[src/rtl/rr_arb_mux.sv]
`default_nettype none
// ============================================================================
//  Module   : rr_arb_mux
//  Purpose  : NCH-channel, WIDTH-bit arbitrating mux into a single-entry
//             registered output stage with valid/ready handshake. Arbitration
//             is round-robin (MODE 0) or fixed lowest-index priority (MODE 1).
//  Revision : 1.0  initial release
// ============================================================================
module rr_arb_mux #(
    parameter  int WIDTH = 16,
    parameter  int NCH   = 4,
    parameter  int MODE  = 0,
    localparam int CHW   = (NCH > 1) ? $clog2(NCH) : 1
) (
    input  logic                 clk,
    input  logic                 rst_n,
    input  logic [NCH*WIDTH-1:0] in_data,
    input  logic [NCH-1:0]       in_valid,
    output logic [NCH-1:0]       in_ready,
    output logic [WIDTH-1:0]     out_data,
    output logic [CHW-1:0]       out_ch,
    output logic                 out_valid,
    input  logic                 out_ready
);

    // Registered state
    logic [CHW-1:0]   ptr_q,       ptr_d;
    logic [WIDTH-1:0] out_data_q,  out_data_d;
    logic [CHW-1:0]   out_ch_q,    out_ch_d;
    logic             out_valid_q, out_valid_d;

    // Combinational arbitration results
    logic             w_load_en;
    logic             w_grant_any;
    logic [CHW-1:0]   w_grant_idx;
    logic             w_xfer;
    int               w_base;
    int               w_search_idx;

    // The output register can take a new word when empty or being drained now
    assign w_load_en = !out_valid_q || out_ready;

    // Grant search: scan offsets from the far end down so the nearest valid
    // channel to the start position wins; fixed priority starts at index 0.
    always_comb begin
        w_grant_any  = 1'b0;
        w_grant_idx  = '0;
        w_search_idx = 0;
        w_base       = (MODE == 0) ? int'(ptr_q) : 0;
        for (int k = NCH - 1; k >= 0; k--) begin
            w_search_idx = w_base + k;
            if (w_search_idx >= NCH) begin
                w_search_idx = w_search_idx - NCH;
            end
            if (in_valid[w_search_idx]) begin
                w_grant_any = 1'b1;
                w_grant_idx = CHW'(w_search_idx);
            end
        end
    end

    assign w_xfer = w_grant_any && w_load_en;

    // One-hot accept toward the granted channel, only when the register can load
    for (genvar i = 0; i < NCH; i++) begin : g_ready
        assign in_ready[i] = w_xfer && (w_grant_idx == CHW'(i));
    end

    // Next-state for output register and round-robin pointer
    always_comb begin
        ptr_d       = ptr_q;
        out_data_d  = out_data_q;
        out_ch_d    = out_ch_q;
        out_valid_d = out_valid_q;
        if (w_xfer) begin
            out_data_d  = in_data[int'(w_grant_idx)*WIDTH +: WIDTH];
            out_ch_d    = w_grant_idx;
            out_valid_d = 1'b1;
            if (MODE == 0) begin
                // Modulo-NCH increment, valid for non-power-of-2 channel counts
                ptr_d = (int'(w_grant_idx) == NCH - 1) ? '0 : CHW'(int'(w_grant_idx) + 1);
            end
        end else if (out_ready) begin
            out_valid_d = 1'b0;
        end
    end

    // State register with asynchronous active-low reset
    always_ff @(posedge clk or negedge rst_n) begin
        if (!rst_n) begin
            ptr_q       <= '0;
            out_data_q  <= '0;
            out_ch_q    <= '0;
            out_valid_q <= 1'b0;
        end else begin
            ptr_q       <= ptr_d;
            out_data_q  <= out_data_d;
            out_ch_q    <= out_ch_d;
            out_valid_q <= out_valid_d;
        end
    end

    assign out_data  = out_data_q;
    assign out_ch    = out_ch_q;
    assign out_valid = out_valid_q;

endmodule
`default_nettype wire

[config.mk]
export PLATFORM = sky130hd
export DESIGN_NAME = rr_arb_mux
export DESIGN_NICKNAME = d
export VERILOG_FILES = /design/src/rtl/rr_arb_mux.sv
export SDC_FILE = /design/constraint.sdc
export NUM_CORES = 1
export LEC_CHECK = 0
export CELL_PAD_IN_SITES_DETAIL_PLACEMENT = 1
export CELL_PAD_IN_SITES_GLOBAL_PLACEMENT = 1
export CORE_MARGIN = 2
export CORE_UTILIZATION = 23
export DETAILED_ROUTE_END_ITERATION = 8
export PLACE_DENSITY_LB_ADDON = 0.3
export SLEW_MARGIN = 20
export SYNTH_ARGS = -nofsm -noshare
export SYNTH_HDL_FRONTEND = slang
export SYNTH_SLANG_ARGS = --single-unit
[constraint.sdc]
create_clock -name clk -period 2.1 [get_ports clk]
set_clock_uncertainty 0.15 [all_clocks]
set_input_delay 0.42 -clock clk [delete_from_list [all_inputs] [get_ports clk]]
set_output_delay 0.42 -clock clk [all_outputs]
set_load 0.03 [all_outputs]
======== Yosys cells after proc, flatten, opt, wreduce, memory -nomap -nowiden ========
Index checks and enable logic that the tools add are counted.
storage, ports and cells
  output and inout bits ................... 23
  flip-flop bits (word level) ............. 21
  bits of input ports ..................... 71
cells by class
  shift operators ......................... 1
  add/sub/neg operators ................... 8
  equal/unequal tests ..................... 4
  reductions and logical operators ........ 9
  order comparisons ....................... 8
  multiplexer cells ....................... 27
operator list
  operator                                                                        count
  32-bit by 4-bit less-than comparator with 1-bit output (second input constant)  4
  32-bit two-way mux                                                              4
  64-bit by 7-bit indexed part select with 16-bit output                          1
  1-bit two-way mux                                                               14
  3-bit by 3-bit subtractor with 4-bit output (second input constant)             3
  2-bit two-way mux                                                               5
  3-bit >= comparator (second input constant)                                     3
  1-bit binary-select mux with 2-bit select                                       4
  2-bit by 2-bit adder with 3-bit output (second input constant)                  2
  1-bit logical AND                                                               5
  2-bit by 1-bit equality test with 1-bit output (second input constant)          2
  2-bit equality test (second input constant)                                     2
  2-bit by 3-bit subtractor with 4-bit output (second input constant)             1
  2-bit by 1-bit adder with 3-bit output (second input constant)                  1
  2-bit by 3-bit >= comparator with 1-bit output (second input constant)          1
  2-bit by 1-bit adder with 2-bit output (second input constant)                  1
  2-bit logical NOT                                                               1
  2-bit nonzero test                                                              1
  1-bit logical NOT                                                               1
  1-bit logical OR                                                                1

======== Depth between registers and ports, before layout ========
  depth after elaboration ................. 12
  mapped depth ............................ 6
  mapped depth without buffers ............ 5

======== Worst setup path before layout ========
Ideal clock, no wire load.
  path type ............................... flip-flop to output port
  from .................................... register ptr_q[1]
  to ...................................... output in_ready[2]
  arrival time ............................ 1,747 ps
  setup slack ............................. -217 ps
  cell stages (with the launch flop) ...... 6
  cells stage by stage .................... dfrtp_1 > nand2b_1 > a21oi_4 > nor2_2 > buf_6 > nor3_1
between the ends
  word-level cells in the longest chain between the ends .. 12
  elaborated cells between the ends (all ways) .. 38
RTL lines
  element                                                                             RTL line  RTL
  start: declaration                                                                  27        logic [CHW-1:0] ptr_q, ptr_d;
  start signal: assignment                                                            96        ptr_q <= ptr_d;
  2-bit by 2-bit adder with 3-bit output                                              51        w_search_idx = w_base + k;
  3-bit by 3-bit subtractor with 4-bit output or 3-bit >= comparator (tied branches)  53, 52
  32-bit two-way mux                                                                  52        if (w_search_idx >= NCH) begin
  1-bit binary-select mux with 2-bit select                                           55        if (in_valid[w_search_idx]) begin
  1-bit two-way mux (not written as such) (2 in series)                               55
  2-bit two-way mux or 1-bit two-way mux (tied branches) (4 in series)                55
  2-bit equality test or 1-bit logical AND (tied branches)                            66, 62
  1-bit logical AND *                                                                 66        assign in_ready[i] = w_xfer && (w_grant_idx == CHW'(i));
  end: declaration                                                                    19        output logic [NCH-1:0] in_ready,
Every way passes the cells marked *; elsewhere a longest branch is shown, timed or not. The select of a mux whose other input is x is not followed.

======== Final worst setup path ========
  from .................................... register ptr_q[1]
  to ...................................... output in_ready[3]
Same word-level chain as after synthesis.

==> results <==
- The cell count after placement is between 300 and 400.
- The average cell area after synthesis is approximately 10 sq um.
- Once layout is done, the placed cells without fillers occupy between 0.002 and 0.003 sq mm.
- The largest voltage drop on the vdd net is 0.000427 V.
- Summing all placed instances gives a cell area of roughly 0.0027 sq mm.
- The maximum fanout encountered on the critical timing path is 5.
- The worst setup path category is reg2out.
- The commonest cells after synthesis are sky130_fd_sc_hd__dfrtp_1 (21), sky130_fd_sc_hd__nand3_1 (17).
- Summed over all layers, the global routing overflow is 0.
- Entering global routing, the biggest net connects 22 pins.
- The worst path arrival time is ~1.7 ns.
- The parity-gate share of the synthesized area counting xor and xnor cells is less than 1%.
- Sorting the synthesized cells by area gives the leading types as sky130_fd_sc_hd__dfrtp_1 (36%), sky130_fd_sc_hd__mux2_4 (16%), sky130_fd_sc_hd__a221o_1 (11%).
- The wire length of the first global-routing pass is 9430 um.
- The nature of the critical path endpoint is an output port.
- The sum of routed wire length over all layers is approximately 5800 um.
- The number of non-filler instances in the completed layout is ~350.
- Dividing the detail-routed via count by the number of cells gives 4.91.
- The analysis attributes to cell leakage a power of between 0.001 and 0.0015 uW.
- The number of distinct library cells after synthesis is 28.
- After detailed routing, the number of remaining DRC violations is 0.
- The core region is around 0.0062 sq mm.
- At the end of routability-driven placement, the weighted congestion stood at 0.810.
- Of the total power, the share spent switching nets is 40.3%.
- The total I/O pin count is between 90 and 100.
- The share of synthesized area in the top cell type comes to between 30% and 40%.
- The worst path setup slack after routing is -0.173 ns.
- The TritonCTS clock tree is done.
- The via count of the first global-routing pass is 1,914.
- Counting I/O delays and the setup requirement, the final critical path takes ~2.3 ns.
- Synthesis handed over a netlist of around 150 instances.
- After synthesis, the largest family of logic cells by area is compound AO/OA/AOI/OAI gates.
- The number of hold violations in the final report is 0.
- For this run, asynchronously set or reset flops after synthesis account for between 90% and 100%.
- The HPWL after detailed placement is 4380 um.
- The worst setup path is launched from a register.
- The post-place setup slack is -0.629 ns.
- The initial antenna violation count is 0.
- The number of H-tree branching levels is 1.
- The ratio of total power to cell area is slightly above 1000 mW/mm^2.
- The ratio of cells with drive above 1 in the final layout is 32.7%.
- The adder and majority cell fraction of the synthesized area is 0%.
- Data on the critical path is required at its endpoint by approximately 1.5 ns.
- The net switching power figure is around 1200 uW.
- The met2 routed wirelength is 2950 um.
- The worst slack on hold paths is about 0.33 ns.
- The overall power is ~3000 uW.
- The number of clock sinks is 21.
- The Yosys step of the flow raised 0 warnings.
- The number of max-cap violations is 0.
- For this configuration, the core starts out at a cell density of between 20% and 30%.
- Summing the areas of all compound-gate instances in the mapped netlist gives ~30% of the synthesized area.
- The count of routing violations after the opening detailed-route iteration is 60.
- For this run, the register share of the synthesized area comes to roughly 36%.
- Headroom to the max-slew limit came out at a little under 70%.
- Static timing analysis puts the maximum clock frequency at 0.440 GHz.
- The relative contribution of the clock network to total power is 9.1%.
- The uppermost metal layer occupied by signal nets is met4.
- The area growth from synthesis to layout is 104%.
- Yosys mapped a number of flops with a built-in enable equal to 0.
- Combinational logic burns between 60% and 70% of the power.
- The checks that failed: negative setup slack.
- In this run the register-to-register setup slack is -0.11 ns.
- Once detail routing completed, the nets flagged for antenna violations numbered 0.
- The total routed wire length on the met1 layer is 2330 um.
- The repair_antennas step left the layout with diodes totalling 0.
- Setup repair after global routing could not meet its margin everywhere.
- The area of the die is 0.00700 sq mm.
- The longest clock path from root to sink contains 2 buffers.
- The die extent in x is around 84 um.
- The final layout contains roughly 340 nets.
- After synthesis the netlist holds a flip-flop and latch count of 21.
- The setup-violating endpoint count in the final report is 21.
- From bottom edge to top edge, the die measures 83.7 um.
- The fraction of power consumed by sequential logic is ~23%.
- In this run the core area contains 29 standard-cell rows.
- For this run, the total global-route usage over all layers was measured as ~17%.
- The number of iterations in the first detailed-routing pass is 4.
- The number of max-slew violations in the final report is 0.
- Dividing the detail-routed wire length by the instance count gives about 16 um.
- The total clock buffers created by CTS is 3.
- The class of the tightest hold or removal check is reg2reg.
- The post-synth design cell area is approximately 0.0015 sq mm.
- The routed design uses 403 um of met3 wire.
- The most common cell in the synthesized netlist is sky130_fd_sc_hd__dfrtp_1.
- Input and output buffers added on the ports amount to 93.
- The clock slew seen by the registers of the worst setup and hold paths is roughly 0.080 ns.
- The transition at the pin with the smallest max-transition slack is 0.460 ns.
- The master cell of the clock root buffer is sky130_fd_sc_hd__clkbuf_8.
- Of the post-synthesis cell area, the part taken by muxes is 16.5%.
- The flow ran to the end, but the final reports show violations.
- The largest total area in the synthesized netlist belongs to sky130_fd_sc_hd__dfrtp_1.
- When the netlist entered floorplanning its net count stood at 216.
- The internal power summed over all cells is roughly 1800 uW.
- The routed layout has ~1,700 vias.
- Clock latency on the worst-skew pair, taken at its later pin, is roughly 0.26 ns.
- The most used flip-flop cell after synthesis is sky130_fd_sc_hd__dfrtp_1.
- The area fraction in and, or, nand and nor cells after synthesis is roughly an eighth.
- Of the available clock period, the critical path in the final layout requires 108%.
## cell families (layout without fill, tap and decap cells)
family,Yosys count,count (layout)
compound gates,59,59
simple gates,38,38
flops,21,21
mux,16,16
buf+inv,10,137
xor+xnor,1,1
## routing by layer
layer	vias up	global-route usage (%)
li1	817	-
met1	829	20.4
met2	62	29.5
met3	4	3.66
met4	0	4.40
met5	-	0
## worst max-delay path, cell delays in order (launching register included)
cell and delay [ns]:
sky130_fd_sc_hd__dfrtp_2 0.45, sky130_fd_sc_hd__and3b_2 0.22, sky130_fd_sc_hd__a31o_4 0.22, sky130_fd_sc_hd__nor2_4 0.11, sky130_fd_sc_hd__buf_12 0.13, sky130_fd_sc_hd__nand2_4 0.06
sky130_fd_sc_hd__nor2_4 0.11, sky130_fd_sc_hd__buf_6 0.13
## cell usage in the layout, fill, tap and decap left out, types with 2 or more instances in the layout
cell / instances
sky130_fd_sc_hd__buf_4: 32
sky130_fd_sc_hd__nand3_1: 17
sky130_fd_sc_hd__dlygate4sd2_1: 4
sky130_fd_sc_hd__buf_12: 5
sky130_fd_sc_hd__a21o_1: 2
sky130_fd_sc_hd__mux2_4: 16
sky130_fd_sc_hd__nand2b_4: 4
sky130_fd_sc_hd__a21oi_1: 16
sky130_fd_sc_hd__clkbuf_8: 3
sky130_fd_sc_hd__dfrtp_1: 19
sky130_fd_sc_hd__buf_8: 3
sky130_fd_sc_hd__nand2_1: 4
sky130_fd_sc_hd__nor2_2: 4
sky130_fd_sc_hd__buf_6: 4
sky130_fd_sc_hd__a221o_1: 16
sky130_fd_sc_hd__nor2_4: 3
sky130_fd_sc_hd__clkdlybuf4s50_1: 84
sky130_fd_sc_hd__o21ai_0: 16
sky130_fd_sc_hd__dfrtp_2: 2
## flip-flops by register name (all words and copies together), names as in the netlist
name       cells
out_data      16
out_valid      1
out_ch         2
ptr_q          2
## stage by stage
stage | util (%) | TNS, ns
finish | 47.8 | -1.68
global route | 47.8 | -3.16
CTS | 46.6 | -0.946
detailed placement | 43.4 | -12.57
global placement | 43.4 | -11.49
floorplan | - | -0.486
## worst paths after layout
path | startpoint | depth (start not counted) | to
min in group asynchronous | rst_n | 2 | out_data[14]$_DFFE_PN0P_
min | out_ch[1]$_DFFE_PN0P_ | 1 | out_ch[1]$_DFFE_PN0P_
min reg2reg | out_ch[1]$_DFFE_PN0P_ | 1 | out_ch[1]$_DFFE_PN0P_
max | ptr_q[1]$_DFFE_PN0P_ | 7 | in_ready[3]
max reg2reg | ptr_q[1]$_DFFE_PN0P_ | 9 | out_data[12]$_DFFE_PN0P_
max in group asynchronous | rst_n | 2 | ptr_q[0]$_DFFE_PN0P_
## power groups by stage
stage,clock (uW),sequential (uW),combinational [uW]
5_1_grt,303,703,2190
4_1_cts,284,674,1990
3_5_place_dp,0,672,1810
6_report,275,680,2060
3_3_place_gp,0,671,1780
2_1_floorplan,0,947,712
## repair_timing
action | CTS | global route
endpoints found under the setup margin | 22 | 20
resized for setup | 27 | 14
buffers inserted | 9 | 4
hold buffers | 0 | 0
pin swaps | 9 | 9
## final cells by class
| type | count | area [sq um] |
|---|---|---|
| Fill cell | 707 | 3260 |
| Timing Repair Buffer | 133 | 1320 |
| Multi-Input combinational cell | 114 | 995 |
| Sequential cell | 21 | 528 |
| Tap cell | 77 | 96.3 |
| Clock buffer | 4 | 45.0 |
Power figures use the tool's default switching activity.
